<file path="src/rtl/alu_pkg.sv">
// ALU sequencer shared types: function codes, FSM states, flag-bit positions.
`default_nettype none

package alu_pkg;

  typedef enum logic [2:0] {
    FN_AND  = 3'b000,
    FN_OR   = 3'b001,
    FN_ADD  = 3'b010,
    FN_RSVD = 3'b011,
    FN_XOR  = 3'b100,
    FN_NOR  = 3'b101,
    FN_SUB  = 3'b110,
    FN_SLT  = 3'b111
  } alu_fn_t;

  typedef enum logic [1:0] {
    S_IDLE = 2'd0,
    S_EXEC = 2'd1,
    S_DONE = 2'd2
  } state_t;

  localparam int FLAG_ZERO  = 0;
  localparam int FLAG_CARRY = 1;
  localparam int FLAG_OVF   = 2;
  localparam int FLAG_ERR   = 3;

endpackage

`default_nettype wire

</file>
<file path="src/rtl/alu_sequencer_if.sv">
// Command/result handshake bundle between a producer/consumer and alu_sequencer.
`default_nettype none

interface alu_sequencer_if #(
  parameter int WIDTH = 16
);
  logic             in_valid;
  logic             in_ready;
  logic [WIDTH-1:0] in_a;
  logic [WIDTH-1:0] in_b;
  logic [2:0]       in_f;
  logic             out_valid;
  logic             out_ready;
  logic [WIDTH-1:0] out_y;
  logic [3:0]       out_flags;
  logic [3:0]       sticky_flags;
  logic             clear_sticky;
  logic [7:0]       op_count;

  modport master (
    output in_valid, in_a, in_b, in_f, out_ready, clear_sticky,
    input  in_ready, out_valid, out_y, out_flags, sticky_flags, op_count
  );

  modport slave (
    input  in_valid, in_a, in_b, in_f, out_ready, clear_sticky,
    output in_ready, out_valid, out_y, out_flags, sticky_flags, op_count
  );
endinterface

`default_nettype wire

</file>
<file path="src/rtl/alu_sequencer_alu.sv">
// Combinational ALU; ADD/SUB are evaluated WIDTH+1 bits wide for carry/borrow.
`default_nettype none

module alu
  import alu_pkg::*;
#(
  parameter int WIDTH = 16
) (
  input  logic [WIDTH-1:0] a,
  input  logic [WIDTH-1:0] b,
  input  alu_fn_t          f,
  output logic [WIDTH-1:0] y,
  output logic             zero,
  output logic             carry_out,
  output logic             overflow
);

  logic [WIDTH:0] sum;
  logic [WIDTH:0] diff;

  assign sum  = {1'b0, a} + {1'b0, b};
  assign diff = {1'b0, a} - {1'b0, b};

  always_comb begin
    y         = '0;
    carry_out = 1'b0;
    overflow  = 1'b0;
    case (f)
      FN_AND: y = a & b;
      FN_OR:  y = a | b;
      FN_XOR: y = a ^ b;
      FN_NOR: y = ~(a | b);
      FN_ADD: begin
        y         = sum[WIDTH-1:0];
        carry_out = sum[WIDTH];
        overflow  = (a[WIDTH-1] == b[WIDTH-1]) && (sum[WIDTH-1] != a[WIDTH-1]);
      end
      FN_SUB: begin
        y         = diff[WIDTH-1:0];
        carry_out = diff[WIDTH];
        overflow  = (a[WIDTH-1] != b[WIDTH-1]) && (diff[WIDTH-1] != a[WIDTH-1]);
      end
      // Raw sign bit of the difference, deliberately not overflow-corrected.
      FN_SLT:  y = WIDTH'(diff[WIDTH-1]);
      default: y = '0;
    endcase
  end

  assign zero = (y == '0);

endmodule

`default_nettype wire

</file>
<file path="src/rtl/alu_sequencer.sv">
// Three-state command sequencer around the ALU with result handshake,
// sticky flag accumulation and a saturating delivery counter.
`default_nettype none

module alu_sequencer
  import alu_pkg::*;
#(
  parameter int WIDTH = 16
) (
  input  logic         clk,
  input  logic         reset,
  alu_sequencer_if.slave bus
);

  state_t           state;
  state_t           state_next;
  logic             load;
  logic             capture;
  logic             deliver;
  logic [WIDTH-1:0] op_a;
  logic [WIDTH-1:0] op_b;
  logic [2:0]       op_f;
  logic [WIDTH-1:0] alu_y;
  logic             alu_zero;
  logic             alu_carry;
  logic             alu_ovf;
  logic [3:0]       flags_next;
  logic [WIDTH-1:0] y_reg;
  logic [3:0]       flags_reg;
  logic [3:0]       sticky;
  logic [7:0]       count;

  alu #(.WIDTH(WIDTH)) u_alu (
    .a        (op_a),
    .b        (op_b),
    .f        (alu_fn_t'(op_f)),
    .y        (alu_y),
    .zero     (alu_zero),
    .carry_out(alu_carry),
    .overflow (alu_ovf)
  );

  always_comb begin
    flags_next             = '0;
    flags_next[FLAG_ZERO]  = alu_zero;
    flags_next[FLAG_CARRY] = alu_carry;
    flags_next[FLAG_OVF]   = alu_ovf;
    flags_next[FLAG_ERR]   = (op_f == FN_RSVD);
  end

  always_ff @(posedge clk or posedge reset) begin
    if (reset) state <= S_IDLE;
    else       state <= state_next;
  end

  always_comb begin
    state_next = state;
    load       = 1'b0;
    capture    = 1'b0;
    case (state)
      S_IDLE: if (bus.in_valid) begin
        load       = 1'b1;
        state_next = S_EXEC;
      end
      S_EXEC: begin
        capture    = 1'b1;
        state_next = S_DONE;
      end
      S_DONE: if (bus.out_ready) state_next = S_IDLE;
      default: state_next = S_IDLE;
    endcase
  end

  assign deliver = (state == S_DONE) && bus.out_ready;

  always_ff @(posedge clk or posedge reset) begin
    if (reset) begin
      op_a      <= '0;
      op_b      <= '0;
      op_f      <= '0;
      y_reg     <= '0;
      flags_reg <= '0;
      sticky    <= '0;
      count     <= '0;
    end else begin
      if (load) begin
        op_a <= bus.in_a;
        op_b <= bus.in_b;
        op_f <= bus.in_f;
      end
      if (capture) begin
        y_reg     <= alu_y;
        flags_reg <= flags_next;
      end
      // Clear takes precedence, then the delivered flags are merged in.
      if (bus.clear_sticky) sticky <= deliver ? flags_reg : 4'b0000;
      else if (deliver)     sticky <= sticky | flags_reg;
      if (deliver && count != 8'hFF) count <= count + 8'd1;
    end
  end

  assign bus.in_ready     = (state == S_IDLE);
  assign bus.out_valid    = (state == S_DONE);
  assign bus.out_y        = y_reg;
  assign bus.out_flags    = flags_reg;
  assign bus.sticky_flags = sticky;
  assign bus.op_count     = count;

endmodule

`default_nettype wire

</file>
<file path="src/flat_wrapper.sv">
// flat-port wrapper written by rule: the top's interface ports become plain ports
module alu_sequencer_flat import alu_pkg::*;
#(
  parameter int WIDTH = 16
)
  (clk, reset, bus_in_valid, bus_in_a, bus_in_b, bus_in_f, bus_out_ready, bus_clear_sticky, bus_in_ready, bus_out_valid, bus_out_y, bus_out_flags, bus_sticky_flags, bus_op_count);
  alu_sequencer_if #(.WIDTH(WIDTH)) bus_i ();
  input  logic clk;
  input  logic reset;
  input wire logic [$bits(bus_i.in_valid)-1:0] bus_in_valid;
  input wire logic [$bits(bus_i.in_a)-1:0] bus_in_a;
  input wire logic [$bits(bus_i.in_b)-1:0] bus_in_b;
  input wire logic [$bits(bus_i.in_f)-1:0] bus_in_f;
  input wire logic [$bits(bus_i.out_ready)-1:0] bus_out_ready;
  input wire logic [$bits(bus_i.clear_sticky)-1:0] bus_clear_sticky;
  output wire logic [$bits(bus_i.in_ready)-1:0] bus_in_ready;
  output wire logic [$bits(bus_i.out_valid)-1:0] bus_out_valid;
  output wire logic [$bits(bus_i.out_y)-1:0] bus_out_y;
  output wire logic [$bits(bus_i.out_flags)-1:0] bus_out_flags;
  output wire logic [$bits(bus_i.sticky_flags)-1:0] bus_sticky_flags;
  output wire logic [$bits(bus_i.op_count)-1:0] bus_op_count;
  assign bus_i.in_valid = bus_in_valid;
  assign bus_i.in_a = bus_in_a;
  assign bus_i.in_b = bus_in_b;
  assign bus_i.in_f = bus_in_f;
  assign bus_i.out_ready = bus_out_ready;
  assign bus_i.clear_sticky = bus_clear_sticky;
  assign bus_in_ready = bus_i.in_ready;
  assign bus_out_valid = bus_i.out_valid;
  assign bus_out_y = bus_i.out_y;
  assign bus_out_flags = bus_i.out_flags;
  assign bus_sticky_flags = bus_i.sticky_flags;
  assign bus_op_count = bus_i.op_count;
  alu_sequencer #(.WIDTH(WIDTH)) u_core (.clk(clk), .reset(reset), .bus(bus_i));
endmodule
</file>
<file path="config.mk">
export PLATFORM = sky130hd
export DESIGN_NAME = alu_sequencer_flat
export DESIGN_NICKNAME = d
export VERILOG_FILES = /design/src/rtl/alu_pkg.sv /design/src/rtl/alu_sequencer_if.sv /design/src/rtl/alu_sequencer_alu.sv /design/src/rtl/alu_sequencer.sv /design/src/flat_wrapper.sv
export SDC_FILE = /design/constraint.sdc
export NUM_CORES = 1
export LEC_CHECK = 0
export BUFFER_PORTS_ARGS = -buffer_cell sky130_fd_sc_hd__buf_2
export CAP_MARGIN = 20
export CORE_UTILIZATION = 30
export CTS_BUF_LIST = sky130_fd_sc_hd__clkbuf_8
export CTS_CLUSTER_SIZE = 10
export DETAILED_ROUTE_END_ITERATION = 12
export GPL_TIMING_DRIVEN = 0
export SETUP_SLACK_MARGIN = 0.1
export SYNTH_ARGS = -nofsm -noshare
export SYNTH_HDL_FRONTEND = slang
export SYNTH_SLANG_ARGS = --single-unit
</file>
<file path="constraint.sdc">
create_clock -name clk -period 6.8 [get_ports clk]
set_clock_uncertainty 0.2 [all_clocks]
set_input_delay 0.68 -clock clk [delete_from_list [all_inputs] [get_ports clk]]
set_output_delay 0.68 -clock clk [all_outputs]
set_load 0.05 [all_outputs]
</file>
* Word level (Yosys, flattened, before mapping)
Cells that the tools add are included.
** Word-level totals
- Bits in registers :: 69
- Latch bits :: 0
- Memory bits (writable) :: 0
- ROM bits :: 0
- Bits of input ports :: 40
- Logic and storage cells :: 53
- Memories kept :: 0
** Cells by class
- $add $sub $neg :: 3
- Multiply operators :: 0
- Divide/modulo/power cells :: 0
- Order comparisons :: 0
- Eq/ne operators :: 16
- Shifts and indexed selects :: 0
- Multiplexer cells :: 12
- Bitwise operators :: 5
- Reductions and logical operators :: 9
** Operators with widths (number)
- 16-bit one-hot mux with 7 select lines :: 1
- 16-bit by 16-bit adder with 17-bit output :: 1
- 16-bit by 16-bit subtractor with 17-bit output :: 1
- 16-bit bitwise AND :: 1
- 16-bit logical NOT :: 1
- 16-bit NOT :: 1
- 16-bit OR :: 1
- 16-bit XOR :: 1
- 3-bit equality test, second input constant :: 4
- 4-bit 2-to-1 mux :: 3
- 8-bit by 1-bit adder with 8-bit output, second input constant :: 1
- 8-bit != test, second input constant :: 1
- 3-bit by 2-bit equality test with 1-bit output, second input constant :: 2
- 2-bit one-hot mux with 3 select lines :: 1
- 1-bit logical AND :: 4
- 2-bit 2-to-1 mux :: 2
- 2-bit != test, second input constant :: 2
- 4-bit OR :: 1
- 1-bit one-hot mux with 2 select lines :: 2
- 3-bit by 1-bit equality test with 1-bit output, second input constant :: 1
- 3-bit logical NOT :: 1
- 1-bit 2-to-1 mux :: 3
- 1-bit != test :: 3
- 2-bit by 1-bit equality test with 1-bit output, second input constant :: 1
- other kinds (5) :: 5

* Depth between registers and ports, before layout
Gate-level depths: netlist of the first run.
- Word-level depth :: 4
- Mapped depth :: 12
- Gate-level depth less buffers :: 12

* Modules after synthesis
From an unflattened synthesis of the first run, not the netlist that was laid out.
** Unflattened totals
- Cells, all modules :: 615
- Area, all modules :: 5781.8 um^2
** By module, submodules not included
- alu :: instances 1, cells each 433, area an instance 2916.5 um^2, sequential area each 0.0 um^2
- alu_sequencer :: instances 1, cells each 182, area an instance 2865.2 um^2, sequential area each 1726.7 um^2

* Least setup slack after synthesis of the first run
OpenSTA, ideal clock, no wires.
- Path type :: register -> register
- Start point :: register u_core.op_a[0]
- End point :: register u_core.flags_reg[0], in the netlist u_core.bus.out_flags[0]
- Library setup time :: 0.128 ns
- Arrival time :: 2.488 ns
- Data required time :: 6.472 ns
- Slack :: 3.984 ns
- Stages on the path, launching flop included :: 13
- Period minus slack after synthesis :: 2.816 ns
- Path through :: dfrtp_1 > inv_1 > ha_1 > inv_1 > fa_1 > nor2b_1 > o21ai_0 > a2111oi_2 > or2_2 > o311ai_0 > a21oi_1 > nand4_1 > o31ai_2
** Between the ends
- Word-level cells in the longest chain between the ends :: 4
** RTL lines
- start, declared :: RTL line alu_sequencer.sv:20 : logic [WIDTH-1:0] op_a;
- start signal, assigned :: RTL line alu_sequencer.sv:87 : op_a <= bus.in_a;
- branches (longest 2 deep; another with 16-bit by 16-bit subtractor with 17-bit output)
- 16-bit one-hot mux with 7 select lines (*) :: RTL line alu_sequencer_alu.sv:28 : case (f)
- 16-bit logical NOT (*) :: RTL line alu_sequencer_alu.sv:49 : assign zero = (y == '0);
- end signal, assigned :: RTL line alu_sequencer.sv:93 : flags_reg <= flags_next;
- end, declared :: RTL line alu_sequencer.sv:29 : logic [3:0] flags_reg;
Every way passes the cells marked *.
A chain may end at the register's enable or synchronous reset.

* Worst setup path in the final report of the first run
- Start point :: register u_core.op_a[0]
- End point :: register u_core.y_reg[10], in the netlist u_core.bus.out_y[10]
** Between the ends
- Word-level cells in the longest chain between the ends :: 2
** RTL lines
- 16-bit by 16-bit subtractor with 17-bit output or 16-bit by 16-bit adder with 17-bit output (tied branches) :: RTL line alu_sequencer_alu.sv:22, alu_sequencer_alu.sv:21
- 16-bit one-hot mux with 7 select lines (*) :: RTL line alu_sequencer_alu.sv:28
- end signal, assigned :: RTL line alu_sequencer.sv:92 : y_reg <= alu_y;
- end, declared :: RTL line alu_sequencer.sv:28 : logic [WIDTH-1:0] y_reg;
Every way passes the cells marked *; elsewhere a longest branch is shown, timed or not.

==> impl_metrics.yaml, run 1 <==
setup_path:
  endpoint_kind: "flop"
  crit_type: "reg2reg"
  cp.arrival_ps: 3690
  cp_max_fo: 3
  cp.required_ps: 6920
  start_kind: "flop"
timing:
  finalCritPeriodShare_pct: 52.55
  final-setup-viol-count: 0
  max_freq_mhz: 279.8
  rsz0062_at_grt: "no"
  fin_crit_ps: 3574
  fin_tns_setup_ps: 0
  worst_pin_slew_ps: 796.6
  max_slew_margin_pct: 46.78
  hold_viol_final: 0
  slew_violations: 0
min_path:
  min_path_type: "in2async"
route:
  post_drt_wl_per_cell_um: 17.86
  via_per_inst: 5.385
  drt_first_pass_iters: 5
  antenna_left: 0
  route.detailed.drc: 0
  routed-via-count: 5428
  drt_iter0_drc: 507
  routed_wl_mm: 18.00
yosys:
  synth.area.mux_share_pct: 2.948
  syn-cell-area_mm2: 0.005730
  ys_warn_count: 0
  synth_seq_cells: 69
  async_flop_share_pct: 100.0
  synthCells: 684
  synth_compound_area_share_pct: 25.52
  synth_largest_area_cell: "dfrtp_1"
  synth_simple_gate_area_share_pct: 19.54
  netlist-cell-type-count: 81
  netlist_top_cells_area: "dfrtp_1, ha_1, nand2_1"
  synthXorXnorAreaFrac_pct: 1.681
  syn_area_per_cell_um2: 8.378
  synth-adder-area-share_pct: 11.83
  synth_top_area_share_pct: 30.13
  yosysSeqAreaShare_pct: 30.13
  synth_top_family_by_area: "compound AO/OA/AOI/OAI gates"
  synth-edff-count: 0
  yosys_most_used_dff: "dfrtp_1"
  synthesis.nets: 777
global_route:
  track_usage_pct: 18.97
  grt_pass1_wl_mm: 28.57
  grt_pass1_vias: 5097
  antenna_found_initial: 0
  grt_max_degree: 70
  gr-total-overflow: 0
layout:
  ff_latch_area_mm2: 0.001727
  diodes: 0
  multi_input_area_mm2: 0.003526
  drive_above_1_share_pct: 19.25
  syn2layout_area_growth_pct: 15.07
  fillers: 2013
  fin_nets: 862
floorplanning:
  fp-row-count: 50
  initial_core_util_pct: 30.64
  core_mm2: 0.01871
  chipWidth_um: 140.2
  io_pins: 74
  dieHeight_um: 140.2
  die_area_mm2: 0.01966
placed_design:
  gp_congestion: 0.9526
  hpwl_mm: 13.86
  io_buffer_count: 73
clock_tree:
  cts.repair.resized: 0
  cts_hold_buf: 0
  cts_post_setup_buffers_inserted: 0
  cts_sinks: 69
  insertion_delay_ps: 380
  root_buffer: "clkbuf_8"
  htree_num_levels: 3
  cts_tree: "done"
  clockBufferDepth: 2
  cts_buffers: 9
  path_clk_slew_ps: 80
outcome:
  status: "complete, no violations"
job:
  drv_cap: 0
-- path summary, 6_finish.rpt --
kind,end,cells after the start,slack (ps),start
max,u_core.bus.out_y[10]$_DFFE_PP0N_,12,3230,u_core.op_a[0]$_DFFE_PP0P_
min,u_core.op_b[4]$_DFFE_PP0P_,3,160,reset
max reg2reg,u_core.bus.out_y[10]$_DFFE_PP0N_,12,3230,u_core.op_a[0]$_DFFE_PP0P_
min reg2reg,u_core.bus.out_y[6]$_DFFE_PP0N_,2,270,u_core.bus.out_y[6]$_DFFE_PP0N_
max in group asynchronous,u_core.bus.out_y[13]$_DFFE_PP0N_,3,5920,reset
min in group clk,u_core.bus.out_y[6]$_DFFE_PP0N_,2,270,u_core.bus.out_y[6]$_DFFE_PP0N_
-- critical path, cell delays in order (launching register included) --
cell      delay (ps)
dfrtp_1          390
inv_1            100
ha_1             180
inv_1             60
fa_1             450
nor2b_1          190
o21ai_0          290
a21boi_0         210
o311ai_0         420
nand2_1          120
mux2_2           290
o22ai_1          380
mux2_2           240
-- layer usage --
layer | GRT usage [%] | up-vias | part of all wire [%]
li1 | - | 2625 | -
met1 | 26.46 | 2573 | 47
met2 | 29.37 | 202 | 44
met3 | 3.179 | 28 | 6.4
met4 | 6.825 | 0 | 2.8
met5 | 0 | - | 0
-- stage by stage --
stage          cells  hold slack, ps  setup slack (ps)  instance area (um^2)  util (%)
3_3_place_gp     991           259.6              3179                  6389     34.15
5_1_grt         1008           196.1              3065                  6594     35.25
4_1_cts         1008           169.4              3326                  6594     35.25
2_1_floorplan    684           351.6              3984                  5731         -
6_report        1008           161.6              3226                  6594     35.25
3_5_place_dp     992           263.6              3364                  6419     34.31
-- final cells by class --
type	count	share of cell area, %
multi-input cells	523	53.47
flip-flops and latches	69	26.19
repair buffers	74	5.958
well taps	234	4.440
plain buffers	38	4.175
inverters	54	3.112
clock buffers	9	1.879
clock inverters	7	0.7780
-- Yosys cell counts (11+ instances only) --
cell type	n
nand2_1	94
dfrtp_1	69
o21ai_0	66
inv_1	53
ha_1	51
nor2_1	47
a21oi_1	28
clkbuf_1	16
nor2b_1	16
nor3_1	11
o211ai_1	11
or2_2	11
-- cell families (layout without fill, tap and decap cells) --
logic type	Yosys count	count (layout)
simple gates	235	235
mux	15	15
buf+inv	92	182
fa+ha+maj	53	53
xor+xnor	11	11
compound gates	209	209
flops	69	69
-- flip-flops by register name (all words and copies together) (netlist names) --
register	flops
u_core.op_a	16
u_core.state	2
u_core.bus.op_count	8
u_core.bus.out_flags	4
u_core.bus.sticky_flags	4
u_core.op_f	3
u_core.op_b	16
u_core.bus.out_y	16
-- cell usage in the layout, fill, tap and decap left out, types with 11 or more instances in the layout --
cell type / n
nand2_1: 94
buf_2: 78
dfrtp_1: 69
o21ai_0: 66
inv_1: 52
ha_1: 51
nor2_1: 47
a21oi_1: 28
nor2b_1: 16
clkbuf_8: 16
clkbuf_1: 16
nor3_1: 11
or2_2: 11
o211ai_1: 11
Power of run 1 is not shown: default switching activity piles up to over one toggle a cycle in this logic, so the estimate is an artifact.
==> run 2: changes to the inputs <==
==> constraint.sdc (replaced) <==
create_clock -name clk -period 3.6 [get_ports clk]
set_clock_uncertainty 0.2 [all_clocks]
set_input_delay 0.36 -clock clk [delete_from_list [all_inputs] [get_ports clk]]
set_output_delay 0.36 -clock clk [all_outputs]
set_load 0.05 [all_outputs]
==> impl_metrics.yaml, run 2 (synthesis gave the netlist of run 1 again) <==
global_route:
  grt_pass1_wl_mm: 28.93
  grt_pass1_vias: 5241
  track_usage_pct: 19.14
  antenna_found_initial: 0
  grt_max_degree: 70
  gr-total-overflow: 0
floorplanning:
  dieHeight_um: 140.2
  chipWidth_um: 140.2
  fp-row-count: 50
  initial_core_util_pct: 30.64
  io_pins: 74
  core_mm2: 0.01871
  die_area_mm2: 0.01966
setup_path:
  cp_common_cell: "inv_1"
  cp_max_fo: 4
  cp_slowest_stage_delay_ps: 450
  cp_num_buf_inv: 2
  endpoint_kind: "flop"
  worstPathCellList: "inv_1, ha_1, inv_1, fa_1, nor2b_1, o21ai_0, a2111oi_4, or2_2, o311ai_1, a21oi_1, nand4_1, o31ai_2"
  cp_top_family: "compound AO/OA/AOI/OAI gates"
  cp.required_ps: 3660
  crit_type: "reg2reg"
  start_kind: "flop"
  cpMaxStageDelayCell: "fa_1"
  cp.arrival_ps: 3440
clock_tree:
  clockBufferDepth: 2
  cts_tree: "done"
  htree_num_levels: 3
  cts_sinks: 69
  path_clk_slew_ps: 80
  insertion_delay_ps: 380
  cts_post_setup_buffers_inserted: 0
  cts_buffers: 9
  root_buffer: "clkbuf_8"
route:
  routed_wl_mm: 18.16
  via_per_inst: 5.350
  antenna_left: 0
  drt_first_pass_iters: 5
  post_drt_wl_per_cell_um: 17.37
  routed-via-count: 5591
  route.detailed.drc: 0
  drt_iter0_drc: 509
layout:
  syn2layout_area_growth_pct: 22.07
  fin_nets: 899
  multi_input_area_mm2: 0.003557
  diodes: 0
  fillers: 1983
  ff_latch_area_mm2: 0.001727
  mostFrequentLayoutCell: "nand2_1"
  drive_above_1_share_pct: 18.74
  final_cell_mix: "nand2_1, buf_2, dfrtp_1"
  fin_area_mm2: 0.006995
placed_design:
  postPlaceCellArea_mm2: 0.006419
  io_buffer_count: 73
  gp_congestion: 0.9526
  hpwl_mm: 13.86
timing:
  slew_violations: 0
  final-setup-viol-count: 0
  hold_viol_final: 0
  worst_pin_slew_ps: 795.2
  max_slew_margin_pct: 46.87
  rsz0062_at_grt: "yes"
  finalCritPeriodShare_pct: 93.99
  fin_crit_ps: 3384
  max_freq_mhz: 295.5
  fin_tns_setup_ps: 0
min_path:
  min_path_type: "in2reg"
outcome:
  status: "complete, no violations"
job:
  drv_cap: 0
## run 2: cell types whose count changed in the layout (fill, tap and decap cells not counted), sizes merged
cell and change:
dlygate4sd3 +37
## run 2: per-stage QoR
step / util (%) / std cells / hold slack, ps / setup slack (ps)
2_1_floorplan: - / 684 / 256.4 / 783.6
3_3_place_gp: 34.15 / 991 / 259.6 / 156.1
3_5_place_dp: 34.31 / 992 / 263.6 / 163.9
4_1_cts: 37.23 / 1045 / 13.45 / 126.4
5_1_grt: 37.40 / 1045 / 38.58 / 96.27
6_report: 37.40 / 1045 / 32.35 / 216.4
## run 2: repair_timing
action / CTS / global route
endpoints found under the setup margin: 0 / 2
hold endpoints to repair: 106 / 0
gates resized for setup: 0 / 6
hold buffers: 37 / 0
## run 2: path summary, 6_finish.rpt
| check | from | endpoint | slack (ps) | depth (start not counted) |
|---|---|---|---|---|
| worst max-delay path | u_core.op_a[0]$_DFFE_PP0P_ | u_core.bus.out_flags[0]$_DFFE_PP0N_ | 220 | 12 |
| worst min-delay path | bus_in_b[15] | u_core.op_b[15]$_DFFE_PP0P_ | 30 | 3 |
| worst max register to register | u_core.op_a[0]$_DFFE_PP0P_ | u_core.bus.out_flags[0]$_DFFE_PP0N_ | 220 | 12 |
| worst min register to register | u_core.bus.out_y[6]$_DFFE_PP0N_ | u_core.bus.out_y[6]$_DFFE_PP0N_ | 270 | 2 |
| max in group asynchronous | reset | u_core.bus.out_y[13]$_DFFE_PP0N_ | 2500 | 4 |
| min in group asynchronous | reset | u_core.op_b[4]$_DFFE_PP0P_ | 390 | 4 |
## run 2: worst register-to-register path: cells and delay by family (launching register included)
kind | cells | cell delay (ps)
simple gates | 3 | 690
fa+ha+maj | 2 | 630
flops | 1 | 390
buf+inv | 2 | 160
compound gates | 5 | 1210
## run 2: layout make-up
cell class | count | area share (%)
clock inverters | 7 | 0.7333
repair buffers | 111 | 10.91
clock buffers | 9 | 1.771
well taps | 234 | 4.185
multi-input cells | 523 | 50.85
plain buffers | 38 | 3.935
inverters | 54 | 2.933
flip-flops and latches | 69 | 24.68
## run 2: per-layer routing
layer | vias to the layer above | GRT usage, % | routed length [um]
met2 | 212 | 29.87 | 7997
met1 | 2660 | 26.54 | 8570
met4 | 0 | 6.825 | 473
li1 | 2695 | - | -
met3 | 24 | 3.179 | 1113
met5 | - | 0 | 0
Power of run 2 is left out for the same reason.
